## config.mk

```make
export PLATFORM = sky130hd
export DESIGN_NAME = clks_alot_driver
export DESIGN_NICKNAME = d
export VERILOG_FILES = /design/src/rtl/clks_alot_p.sv /design/src/rtl/clks_alot_phase_counter.sv /design/src/rtl/clks_alot_driver.sv
export SDC_FILE = /design/constraint.sdc
export NUM_CORES = 1
export LEC_CHECK = 0
export ABC_AREA = 0
export BUFFER_PORTS_ARGS = -buffer_cell sky130_fd_sc_hd__clkbuf_2
export CORE_ASPECT_RATIO = 1.25
export CORE_MARGIN = 2
export CORE_UTILIZATION = 25
export DETAILED_ROUTE_END_ITERATION = 7
export PLACE_DENSITY = 0.45
export SETUP_SLACK_MARGIN = 0.1
export SYNTH_ARGS = -nofsm -noshare
export SYNTH_HDL_FRONTEND = slang
export SYNTH_SLANG_ARGS = --single-unit
```

## constraint.sdc

```tcl
create_clock -name clk_i -period 5 [get_ports clk_i]
set_input_delay 1.25 -clock clk_i [delete_from_list [all_inputs] [get_ports clk_i]]
set_output_delay 1.25 -clock clk_i [all_outputs]
set_load 0.02 [all_outputs]
```

## src/rtl/clks_alot_p.sv

```systemverilog
// clks_alot_p: shared pin, event and status types for the clks_alot generator and recoverer
package clks_alot_p;

    localparam int COUNTER_WIDTH = 32;

    typedef struct packed {
        logic pos;
        logic neg;
    } recovery_pins_s;

    typedef struct packed {
        logic rising_edge;
        logic falling_edge;
        logic steady_high;
        logic steady_low;
    } generated_events_s;

    typedef struct packed {
        logic                     clk;
        logic                     pause_active;
        logic [COUNTER_WIDTH-1:0] pause_duration;
        logic                     locked;
        generated_events_s        events;
    } clock_state_s;

    typedef enum logic [1:0] {IDLE, HIGH, LOW, PAUSED} driver_state_e;

    typedef struct packed {
        logic [COUNTER_WIDTH-1:0] high;
        logic [COUNTER_WIDTH-1:0] low;
    } clk_driver_cfg_s;

    function automatic logic [COUNTER_WIDTH-1:0] clamp_period(input logic [COUNTER_WIDTH-1:0] v);
        return (v == '0) ? COUNTER_WIDTH'(1) : v;
    endfunction

endpackage

```

## src/rtl/clks_alot_phase_counter.sv

```systemverilog
// clks_alot_phase_counter: loadable down-counter timing one clock half-phase; a zero length counts as one
module clks_alot_phase_counter #(
    parameter int WIDTH = 32
) (
    input  logic             clk_i,
    input  logic             rst_n_i,
    input  logic             load_i,
    input  logic [WIDTH-1:0] len_i,
    output logic             tc_o
);

    logic [WIDTH-1:0] cnt_q;

    // load len-1 on phase entry, then count down to the terminal cycle and hold there
    always_ff @(posedge clk_i) begin
        if (!rst_n_i)
            cnt_q <= '0;
        else if (load_i)
            cnt_q <= (len_i == '0) ? '0 : len_i - WIDTH'(1);
        else if (cnt_q != '0)
            cnt_q <= cnt_q - WIDTH'(1);
    end

    assign tc_o = (cnt_q == '0);

endmodule

```

## src/rtl/clks_alot_driver.sv

```systemverilog
// clks_alot_driver: programmable IO clock generator with glitch-free pause; CLKS_ALOT_DRIVER_SKEW_EN adds skew_i to delay neg
module clks_alot_driver #(
    parameter int COUNTER_WIDTH = clks_alot_p::COUNTER_WIDTH,
    parameter bit DIFFERENTIAL  = 1'b1
) (
    input  logic                       clk_i,
    input  logic                       rst_n_i,
    input  logic                       enable_i,
    input  logic                       cfg_valid_i,
    output logic                       cfg_ready_o,
    input  logic [COUNTER_WIDTH-1:0]   cfg_high_i,
    input  logic [COUNTER_WIDTH-1:0]   cfg_low_i,
    input  logic                       pause_req_i,
    input  logic                       pause_level_i,
`ifdef CLKS_ALOT_DRIVER_SKEW_EN
    input  logic [3:0]                 skew_i,
`endif
    output clks_alot_p::recovery_pins_s io_pins_o,
    output clks_alot_p::clock_state_s   state_o
);

    import clks_alot_p::*;

    localparam int CW = clks_alot_p::COUNTER_WIDTH;

    driver_state_e      st_q, st_n;
    clk_driver_cfg_s    cfg_q, cfg_n;
    generated_events_s  events_q;
    logic [COUNTER_WIDTH-1:0] pause_cnt_q, load_len;
    logic tc, accept, load, clr, park_q, park_n, pos_q, pos_n, neg_q, neg_src;
    logic had_high_q, locked_q;

    clks_alot_phase_counter #(.WIDTH(COUNTER_WIDTH)) u_phase (
        .clk_i   (clk_i),
        .rst_n_i (rst_n_i),
        .load_i  (load),
        .len_i   (load_len),
        .tc_o    (tc)
    );

    // next state: phases only end on their terminal cycle, so no half-phase is ever cut short
    always_comb begin
        st_n = st_q;
        case (st_q)
            IDLE:    st_n = (enable_i && !pause_req_i) ? HIGH : IDLE;
            HIGH:    st_n = !tc ? HIGH : (pause_req_i && !pause_level_i) ? PAUSED : !enable_i ? IDLE : LOW;
            LOW:     st_n = !tc ? LOW : !enable_i ? IDLE : (pause_req_i && pause_level_i) ? PAUSED : HIGH;
            PAUSED:  st_n = !enable_i ? (park_q ? LOW : IDLE) : !pause_req_i ? (park_q ? LOW : HIGH) : PAUSED;
            default: st_n = IDLE;
        endcase
    end

    assign cfg_ready_o = (st_q == IDLE) || (st_q == PAUSED) || (st_q == LOW && tc);
    assign accept      = cfg_valid_i && cfg_ready_o;
    assign cfg_n       = accept ? clk_driver_cfg_s'{high: clamp_period(CW'(cfg_high_i)), low: clamp_period(CW'(cfg_low_i))} : cfg_q;
    assign load        = (st_n != st_q) && (st_n == HIGH || st_n == LOW);
    assign load_len    = COUNTER_WIDTH'((st_n == HIGH) ? cfg_n.high : cfg_n.low);
    assign park_n      = (st_n == PAUSED && st_q != PAUSED) ? pause_level_i : park_q;
    assign pos_n       = (st_n == HIGH) || (st_n == PAUSED && park_n);
    assign clr         = accept || ((st_n != st_q) && (st_n == PAUSED || st_n == IDLE));

`ifdef CLKS_ALOT_DRIVER_SKEW_EN
    logic [3:0]  skew_q;
    logic [13:0] hist_q;
    logic [15:0] taps;
    assign taps    = {hist_q, pos_q, pos_n};
    assign neg_src = taps[skew_q];
    // pos history for the skewed complement; skew only changes when a config is accepted
    always_ff @(posedge clk_i) begin
        if (!rst_n_i) begin
            skew_q <= '0;
            hist_q <= '0;
        end else begin
            if (accept)
                skew_q <= skew_i;
            hist_q <= {hist_q[12:0], pos_q};
        end
    end
`else
    assign neg_src = pos_n;
`endif

    // state, config, pins and events all registered together so every output is a flop
    always_ff @(posedge clk_i) begin
        if (!rst_n_i) begin
            st_q     <= IDLE;
            cfg_q    <= clk_driver_cfg_s'{high: CW'(1), low: CW'(1)};
            park_q   <= 1'b0;
            pos_q    <= 1'b0;
            neg_q    <= DIFFERENTIAL;
            events_q <= generated_events_s'{rising_edge: 1'b0, falling_edge: 1'b0, steady_high: 1'b0, steady_low: 1'b1};
        end else begin
            st_q     <= st_n;
            cfg_q    <= cfg_n;
            park_q   <= park_n;
            pos_q    <= pos_n;
            neg_q    <= DIFFERENTIAL ? ~neg_src : 1'b0;
            events_q <= generated_events_s'{rising_edge: pos_n & ~pos_q, falling_edge: ~pos_n & pos_q,
                                            steady_high: pos_n & pos_q, steady_low: ~pos_n & ~pos_q};
        end
    end

    // lock needs a full high phase followed by a full low phase since the last clear
    always_ff @(posedge clk_i) begin
        if (!rst_n_i || clr) begin
            had_high_q <= 1'b0;
            locked_q   <= 1'b0;
        end else begin
            if (st_q == HIGH && st_n == LOW)
                had_high_q <= 1'b1;
            if (st_q == LOW && st_n == HIGH && had_high_q)
                locked_q <= 1'b1;
        end
    end

    // pause duration restarts at 1 on entry, saturates, and holds after exit
    always_ff @(posedge clk_i) begin
        if (!rst_n_i)
            pause_cnt_q <= '0;
        else if (st_n == PAUSED)
            pause_cnt_q <= (st_q != PAUSED) ? COUNTER_WIDTH'(1) : (&pause_cnt_q) ? pause_cnt_q : pause_cnt_q + COUNTER_WIDTH'(1);
    end

    assign io_pins_o = recovery_pins_s'{pos: pos_q, neg: neg_q};
    assign state_o   = clock_state_s'{clk: pos_q, pause_active: (st_q == PAUSED), pause_duration: CW'(pause_cnt_q),
                                      locked: locked_q, events: events_q};

endmodule

```

* Word level (Yosys, flattened, before mapping)
Index checks and enable logic that the tools add are counted.
** Storage, ports and cells
- Logic and storage cells :: 86
- Register bits after elaboration :: 139
- Input port bits :: 70
** Operators by class
- Multiplexer cells :: 22
- Add/sub/neg operators :: 3
- Equality and inequality tests :: 9
- Bitwise gates (word level) :: 6
- Reduce and logical (&&, ||, !) cells :: 32
** Operator list (count)
- $mux W32 :: 8
- $logic_not A32 Y1 :: 4
- $mux W64 :: 1
- $sub A32 B1 Y32 const B :: 2
- $add A32 B1 Y32 const B :: 1
- $reduce_and A32 Y1 :: 1
- $reduce_bool A32 Y1 :: 1
- $mux W2 :: 10
- $logic_and A1 B1 Y1 :: 12
- $eq A2 B2 Y1 const B :: 4
- $pmux W2 S4 :: 1
- $logic_or A1 B1 Y1 :: 7
- $and A1 B1 Y1 :: 4
- $eq A2 B1 Y1 const B :: 2
- $logic_not A2 Y1 :: 2
- $ne A2 B2 Y1 const B :: 2
- $logic_not A1 Y1 :: 3
- $mux W1 :: 2
- $ne A2 B2 Y1 :: 1
- $not A1 Y1 :: 2
- $reduce_and A2 Y1 :: 1
- $reduce_bool A2 Y1 :: 1

* Depth between registers and ports, before layout
Gate-level depths: netlist of the first run.
- Depth after elaboration :: 12
- Depth in mapped cells :: 23

* By module
From an unflattened synthesis of the first run, not the netlist that was laid out.
** Unflattened totals
- Cells, all modules :: 823
- Area, all modules :: 7623.6 µm²
** Modules (own cells, without submodules)
- clks_alot_driver :: cells an instance 514, area an instance 5054.8 µm², times used 1, sequential area each 2142.1 µm²
- clks_alot_phase_counter :: cells an instance 309, area an instance 2568.7 µm², times used 1, sequential area each 640.6 µm²

* Worst setup path before layout of the first run
OpenSTA, ideal clock, no wires.
- Kind :: register -> register
- From :: reg u_phase.cnt_q[0]
- To :: reg u_phase.cnt_q[28]
- Slack :: 0.078 ns
- Stages on the path, launching flop included :: 22
- Data arrival time :: 4.795 ns
- Library setup time :: 0.127 ns
- Cells stage by stage :: dfxtp_1 -> inv_1 -> ha_1 -> nor4b_2 -> nand3_1 -> nor3_2 -> a311oi_1 -> nand2_1 -> nand2_1 -> inv_2 -> ha_1 -> buf_2 -> buf_2 -> buf_1 -> mux4_2 -> inv_1 -> ha_1 -> nor3b_2 -> nand4_1 -> nor4_1 -> xnor2_1 -> o22ai_2
** Between the ends
- Elaborated cells on any way between the ends :: 22
- Those cells by class :: add/sub: 2; eq/ne: 3; mux: 8; reduce/logical: 9
** RTL lines
- start, declared :: RTL line clks_alot_phase_counter.sv:12 : logic [WIDTH-1:0] cnt_q;
- start signal, assigned :: RTL line clks_alot_phase_counter.sv:19 : cnt_q <= (len_i == '0) ? '0 : len_i - WIDTH'(1);
- start signal, assigned :: RTL line clks_alot_phase_counter.sv:21 : cnt_q <= cnt_q - WIDTH'(1);
- $logic_not A32 Y1 * :: RTL line clks_alot_phase_counter.sv:24 : assign tc_o = (cnt_q == '0);
- $mux W2, on equally long branches :: RTL line clks_alot_driver.sv:47, clks_alot_driver.sv:46
- $pmux W2 S4 * :: RTL line clks_alot_driver.sv:44 : case (st_q)
- net st_n[0] :: RTL line clks_alot_driver.sv:26 : driver_state_e st_q, st_n;
- $eq A2 B1 Y1 :: RTL line clks_alot_driver.sv:56, clks_alot_driver.sv:57
- $mux W32 :: RTL line clks_alot_driver.sv:57 : assign load_len = COUNTER_WIDTH'((st_n == HIGH) ? cfg_n.high : cfg_n.low);
- $sub A32 B1 Y32 / $logic_not A32 Y1 (equally long branches) :: RTL line clks_alot_phase_counter.sv:19
- $mux W32 :: RTL line clks_alot_phase_counter.sv:19
- $mux W32 :: RTL line clks_alot_phase_counter.sv:18 : else if (load_i)
The timed path passes the listed nets; every way through them passes the cells marked *. The select of a mux whose other input is x is not followed.
A chain may end at the register's enable or synchronous reset.

* Worst setup path after layout of the first run
- From :: reg u_phase.cnt_q[0]
- To :: reg u_phase.cnt_q[22]
The elaborated chain is that of the path after synthesis.

==> results of run 1 <==
-- area by class of cell --
type / instances / share of cell area [%]
Sequential cell: 139 / 29.99
Clock inverter: 14 / 2.346
Timing Repair Buffer: 137 / 8.359
Inverter: 21 / 0.8494
Multi-Input combinational cell: 582 / 48.39
Clock buffer: 18 / 4.732
Tap cell: 396 / 5.339
-- through the flow --
step	setup WS, ns	utilization (%)
floorplan	0.2433	-
global placement	0.2942	29.00
detailed placement	0.2421	29.00
CTS	0.2329	31.23
global route	0.1055	31.53
finish	0.4353	31.53
-- metal layers --
metal  share of wire, %  global-route usage (%)  wire, um
met1                 45                   15.78      9191
met2                 50                   22.74     10400
met3                2.6                   2.519       541
met4                2.4                   5.051       496
met5                  0                       0         0
-- state kept, by name (all words and copies together), names as in the netlist --
name           flops
had_high_q         1
state_o            4
neg_q              1
pos_q              1
u_phase.cnt_q     32
pause_cnt_q       32
cfg_q             64
st_q               2
park_q             1
locked_q           1
-- worst min-delay path: stages, from the launching register on --
cell,delay [ns]
dfxtp_1,0.33
mux2i_1,0.07
nand2_1,0.06
-- cells in the final DEF, fill, tap and decap left out, types with 3 or more instances in the layout --
cell	synthesis	routed
nor3b_1	5	5
buf_4	5	24
o22ai_1	21	21
and2_1	4	3
o21a_1	3	3
a21oi_1	8	8
inv_1	20	19
o21ai_0	6	6
nand3b_4	1	3
bufinv_16	0	5
nand4_1	15	15
nand3_1	15	15
clkbuf_16	0	17
and3_1	9	9
mux2i_1	67	67
xor2_1	32	32
nor2_1	130	130
nor4_4	4	4
nor4_1	35	34
mux4_2	28	28
nand2b_1	3	3
or3_1	4	4
nor2b_1	4	4
clkbuf_2	0	111
dfxtp_1	139	139
ha_1	11	10
clkinvlp_4	0	3
o22ai_2	10	10
or4_1	3	3
nand2_1	51	51
mux4_1	3	3
nor3_1	21	21
xnor2_1	49	49
-- worst paths after layout --
path	depth (start not counted)	end	slack (ns)
setup / recovery	17	u_phase.cnt_q[22]	0.44
hold / removal	2	cfg_q[32]	0.48
setup reg to reg	17	u_phase.cnt_q[22]	0.44
hold reg to reg	2	cfg_q[32]	0.48
-- what timing repair did --
| action | CTS | global route |
|---|---|---|
| endpoints found under the setup margin | 0 | 30 |
| resized for setup | 0 | 6 |
| hold endpoints to repair | 0 | 0 |
| buffers inserted | 0 | 2 |
-- report_power, final --
| part | switching, mW | total (mW) | internal, mW |
|---|---|---|---|
| clock network | 0.516 | 1.42 | 0.901 |
| logic | 0.712 | 1.30 | 0.586 |
| registers | 0.149 | 1.40 | 1.25 |
-- cell families (layout without fill, tap and decap cells) --
logic type	Yosys count	count (layout)	synth area share [%]
xor+xnor	81	81	9.466
fa+ha+maj	11	11	1.836
compound gates	67	67	6.895
flops	139	139	37.13
buf+inv	58	190	3.973
mux	101	101	18.86
simple gates	319	322	21.84
==> results.yml, run 1 <==
cells_and_area:
  fill_cells: 3132
  areaGrowthSynthToFinish_pct: 23.82
  ff_latch_area_sq_um: 2783
  diodes: 0
  multi_input_area_sq_um: 4491
  drive_gt1_share_pct: 25.58
  fin_nets: 979
  final_cells: 1307
  fin_area_sq_um: 9280
place:
  gp_congestion: 0.7929
  dp_hpwl_um: 15040
  place.port_buffers: 111
  placedCellCount: 1270
  postPlaceCellArea_sq_um: 8534
cts:
  root_buffer: "clkbuf_16"
  ctsHoldBuffers: 0
  cts.sinks: 139
  worstSkewPairLatency_ns: 0.43
  clock_path_buffers: 2
  cts_tree: "built"
  htreeDepth: 4
  clkSlewWorstSetupHoldPaths_ns: 0.06
  cts_buffers: 17
pwr:
  p_leak_nw: 3.710
  totalPowerFinal_mw: 4.116
  vdd_ir_drop_max_v: 0.0002010
  p_per_area_nw_per_um2: 443.6
setup_path:
  path_cells: "inv_1 > ha_1 > nor4b_4 > and2_2 > nand4b_1 > o21ai_1 > a31oi_1 > inv_1 > ha_2 > buf_12 > mux4_2 > nor4_1 > buf_4 > nand3_1 > nor3_4 > nand3b_4 > o22ai_2"
  rr_startpoint: "u_phase.cnt_q[0]"
  crit_buf_inv: 4
  worstPathArrival_ns: 4.86
  cp_max_fo: 35
  setup.worst_path.start_class: "flip-flop"
  worstPathRequired_ns: 5.29
  cp-end-kind: "flip-flop"
  crit_type: "flip-flop to flip-flop"
  cp_common_cell: "inv_1"
  cp_slowest_cell: "mux4_2"
  crit_start: "u_phase.cnt_q[0]"
  slowest_delay_ns: 0.62
  crit_family: "simple AND/OR/NAND/NOR gates"
floorplanning:
  die_area_sq_um: 31390
  core-area_sq_um: 29430
  start_util_pct: 25.47
  die_h_um: 197.6
  placement_rows: 70
  io_pins: 112
  die_x_um: 158.9
logic_synthesis:
  ys_top_cells_by_count: "dfxtp_1 (139), nor2_1 (130), mux2i_1 (67)"
  synthesis.area_sq_um: 7495
  yosysWarningCount: 0
  synth_ff_type: "dfxtp_1"
  avgSynthCellArea_sq_um: 9.658
  synth_top_area_share_pct: 37.13
  synth_seq_cells: 139
  synth_top_area_cell: "dfxtp_1"
  synth-edff-count: 0
  syn_inst: 776
  synth.distinct_cells: 63
  yosysMostFrequentCell: "dfxtp_1"
  synth_nets: 857
  synth_area_leaders: "dfxtp_1 (37%), mux2i_1 (8.9%), mux4_2 (8.4%)"
  ys_seq_area_share_pct: 37.13
  async_flop_share_pct: 0
global_routing:
  grt-ovfl-total: 0
  grt_pass1_wl_um: 32330
  grt_start_max_net_pins: 68
  track_usage_pct: 13.00
  antenna_found_initial: 0
  grt_pass1_vias: 5956
routing:
  ant_nets: 0
  vias: 6068
  vias_per_cell: 4.643
  first_pass_iters: 6
  drc: 0
  wl_per_cell_um: 15.78
  first_iter_violations: 251
  wl_um: 20630
sta:
  setup-tns-final_ns: 0
  finClkSkew_ns: 0.007488
  post-route-min-period_ns: 4.565
  setup_viol: 0
  tightest_slew_ns: 0.7823
  rsz0062_at_grt: "false"
  hold_slack_ns: 0.4828
  final.period_utilization_pct: 91.29
  clock.fmax_ghz: 0.2191
  final_hold_viol_count: 0
  slew_headroom_pct: 47.85
  slew_violations: 0
hold_path:
  min_from: "cfg_q[32]"
  hold_path.class: "flip-flop to flip-flop"
job:
  maxCapViolations: 0
status:
  outcome: "complete, no violations"
Power figures use the tool's default switching activity.
==> inputs of run 2 (changes only) <==
- CELL_PAD_IN_SITES_DETAIL_PLACEMENT: default -> 1
- CELL_PAD_IN_SITES_GLOBAL_PLACEMENT: default -> 1
- PLACE_DENSITY: 0.45 -> 0.54
==> run 2 against run 1 <==
Against the previous run:
- sequential share of layout area about the same
- routed wire length up 3.2%
- count of clock-buffer cells in the layout up 4
- flip-flop and latch count unchanged
- combinational power about the same
- sequential power about the same
- power down 0.85%
- cell area down 0.16%
- hold slack worse by 0.0060 ns
- critical path depth down 2
- highest routed layer unchanged
- clock skew up 0.0013 ns
- final cell count about the same
==> results.yml, run 2 (synthesized netlist as in run 1, its figures left out) <==
sta:
  hold_slack_ns: 0.4769
  setup_viol: 0
  clock.fmax_ghz: 0.2228
  finClkSkew_ns: 0.008811
  final_hold_viol_count: 0
  slew_headroom_pct: 48.74
  fin_ws_ns: 0.5120
  setup-tns-final_ns: 0
  slew_violations: 0
  final.period_utilization_pct: 89.76
  post-route-min-period_ns: 4.488
  tightest_slew_ns: 0.7689
  rsz0062_at_grt: "false"
routing:
  drc: 0
  wl_per_cell_um: 16.27
  vias_per_cell: 4.669
  ant_nets: 0
  wl_um: 21290
  vias: 6107
  first_pass_iters: 4
  first_iter_violations: 174
setup_path:
  slowest_delay_ns: 0.71
  worstPathArrival_ns: 4.84
  setup.worst_path.start_class: "flip-flop"
  crit_buf_inv: 3
  cp-end-kind: "flip-flop"
  path_cells: "nor4_4 > nand4b_2 > nand4b_1 > o21ai_1 > a31oi_1 > inv_1 > ha_2 > buf_12 > mux4_1 > nor4_2 > buf_4 > nand4_1 > nor3b_1 > mux2_1 > o22ai_1"
  crit_family: "simple AND/OR/NAND/NOR gates"
  cp_slowest_cell: "mux4_1"
  worstPathRequired_ns: 5.35
  crit_type: "flip-flop to flip-flop"
  cp_max_fo: 35
cts:
  worstSkewPairLatency_ns: 0.43
  cts.sinks: 139
  htreeDepth: 4
  root_buffer: "clkbuf_16"
  clock_path_buffers: 2
  cts_buffers: 17
  clkSlewWorstSetupHoldPaths_ns: 0.06
  cts_tree: "built"
hold_path:
  hold_path.class: "flip-flop to flip-flop"
cells_and_area:
  layout_commonest_cell: "dfxtp_1"
  fin_nets: 981
  drive_gt1_share_pct: 25.44
  areaGrowthSynthToFinish_pct: 23.62
  final_cells: 1308
  top_register: "cfg_q"
  largestRegisters: "cfg_q: 64 flops, pause_cnt_q: 32 flops, u_phase.cnt_q: 32 flops"
  fin_area_sq_um: 9265
  largest_reg_flops: 64
  final_core_util_pct: 31.48
  diodes: 0
  fill_cells: 3458
  final_cell_mix: "dfxtp_1 (139), nor2_1 (130), clkbuf_2 (111)"
floorplanning:
  core-area_sq_um: 29430
  die_h_um: 197.6
  placement_rows: 70
  start_util_pct: 25.47
  die_x_um: 158.9
  io_pins: 112
  die_area_sq_um: 31390
status:
  outcome: "complete, no violations"
place:
  gp_congestion: 0.7695
  dp_hpwl_um: 15940
  placedCellCount: 1273
  postPlaceCellArea_sq_um: 8557
  pre_cts_slack_ns: 0.2606
  place.port_buffers: 111
pwr:
  totalPowerFinal_mw: 4.081
  p_leak_nw: 3.692
  vdd_ir_drop_max_v: 0.0002171
  p_per_area_nw_per_um2: 440.5
global_routing:
  grt-ovfl-total: 0
  antenna_found_initial: 0
  track_usage_pct: 13.81
  grt_pass1_wl_um: 34550
  grt_start_max_net_pins: 68
  grt_pass1_vias: 6458
job:
  maxCapViolations: 0
==> run 2: layout make-up <==
class,count,area [sq um],share of cell area [%]
multi-input cells,581,4476,48.31
inverters,21,78.83,0.8508
clock inverters,9,160.2,1.729
flip-flops and latches,139,2783,30.03
repair buffers,140,798.3,8.616
well taps,396,495.5,5.348
clock buffers,22,474.2,5.118
==> run 2: path summary, 6_finish.rpt <==
check	from	endpoint	depth (start not counted)	slack, ns
max	u_phase.cnt_q[24]	u_phase.cnt_q[31]	15	0.51
min reg2reg	cfg_q[0]	cfg_q[0]	2	0.48
min	cfg_q[0]	cfg_q[0]	2	0.48
max reg2reg	u_phase.cnt_q[24]	u_phase.cnt_q[31]	15	0.51
==> run 2: worst reg2reg max path: cells and delay by family (launching register included) <==
family          cells  cell delay [ns]
simple gates        6             1.75
mux                 2             1.13
buf+inv             3             0.52
compound gates      3             0.45
flops               1             0.37
fa+ha+maj           1             0.20
==> run 2: per-layer routing <==
layer	part of all wire (%)	vias to the layer above	global-route usage, %
met5	0	-	0
met1	45	2981	16.54
met2	51	78	25.20
met3	2.6	16	2.540
met4	1.2	0	4.040
li1	-	3032	-
==> run 2: power breakdown <==
part           switching, mW  internal, mW  total [mW]
sequential             0.147          1.25        1.40
clock                  0.502         0.876        1.38
combinational          0.713         0.592        1.30
total                   1.36          2.72        4.08
==> run 2: what timing repair did <==
action | 4_1_cts | 5_1_grt
endpoints found under the setup margin | 0 | 30
hold buffers | 0 | 0
resized for setup | 0 | 5
setup buffers | 0 | 2
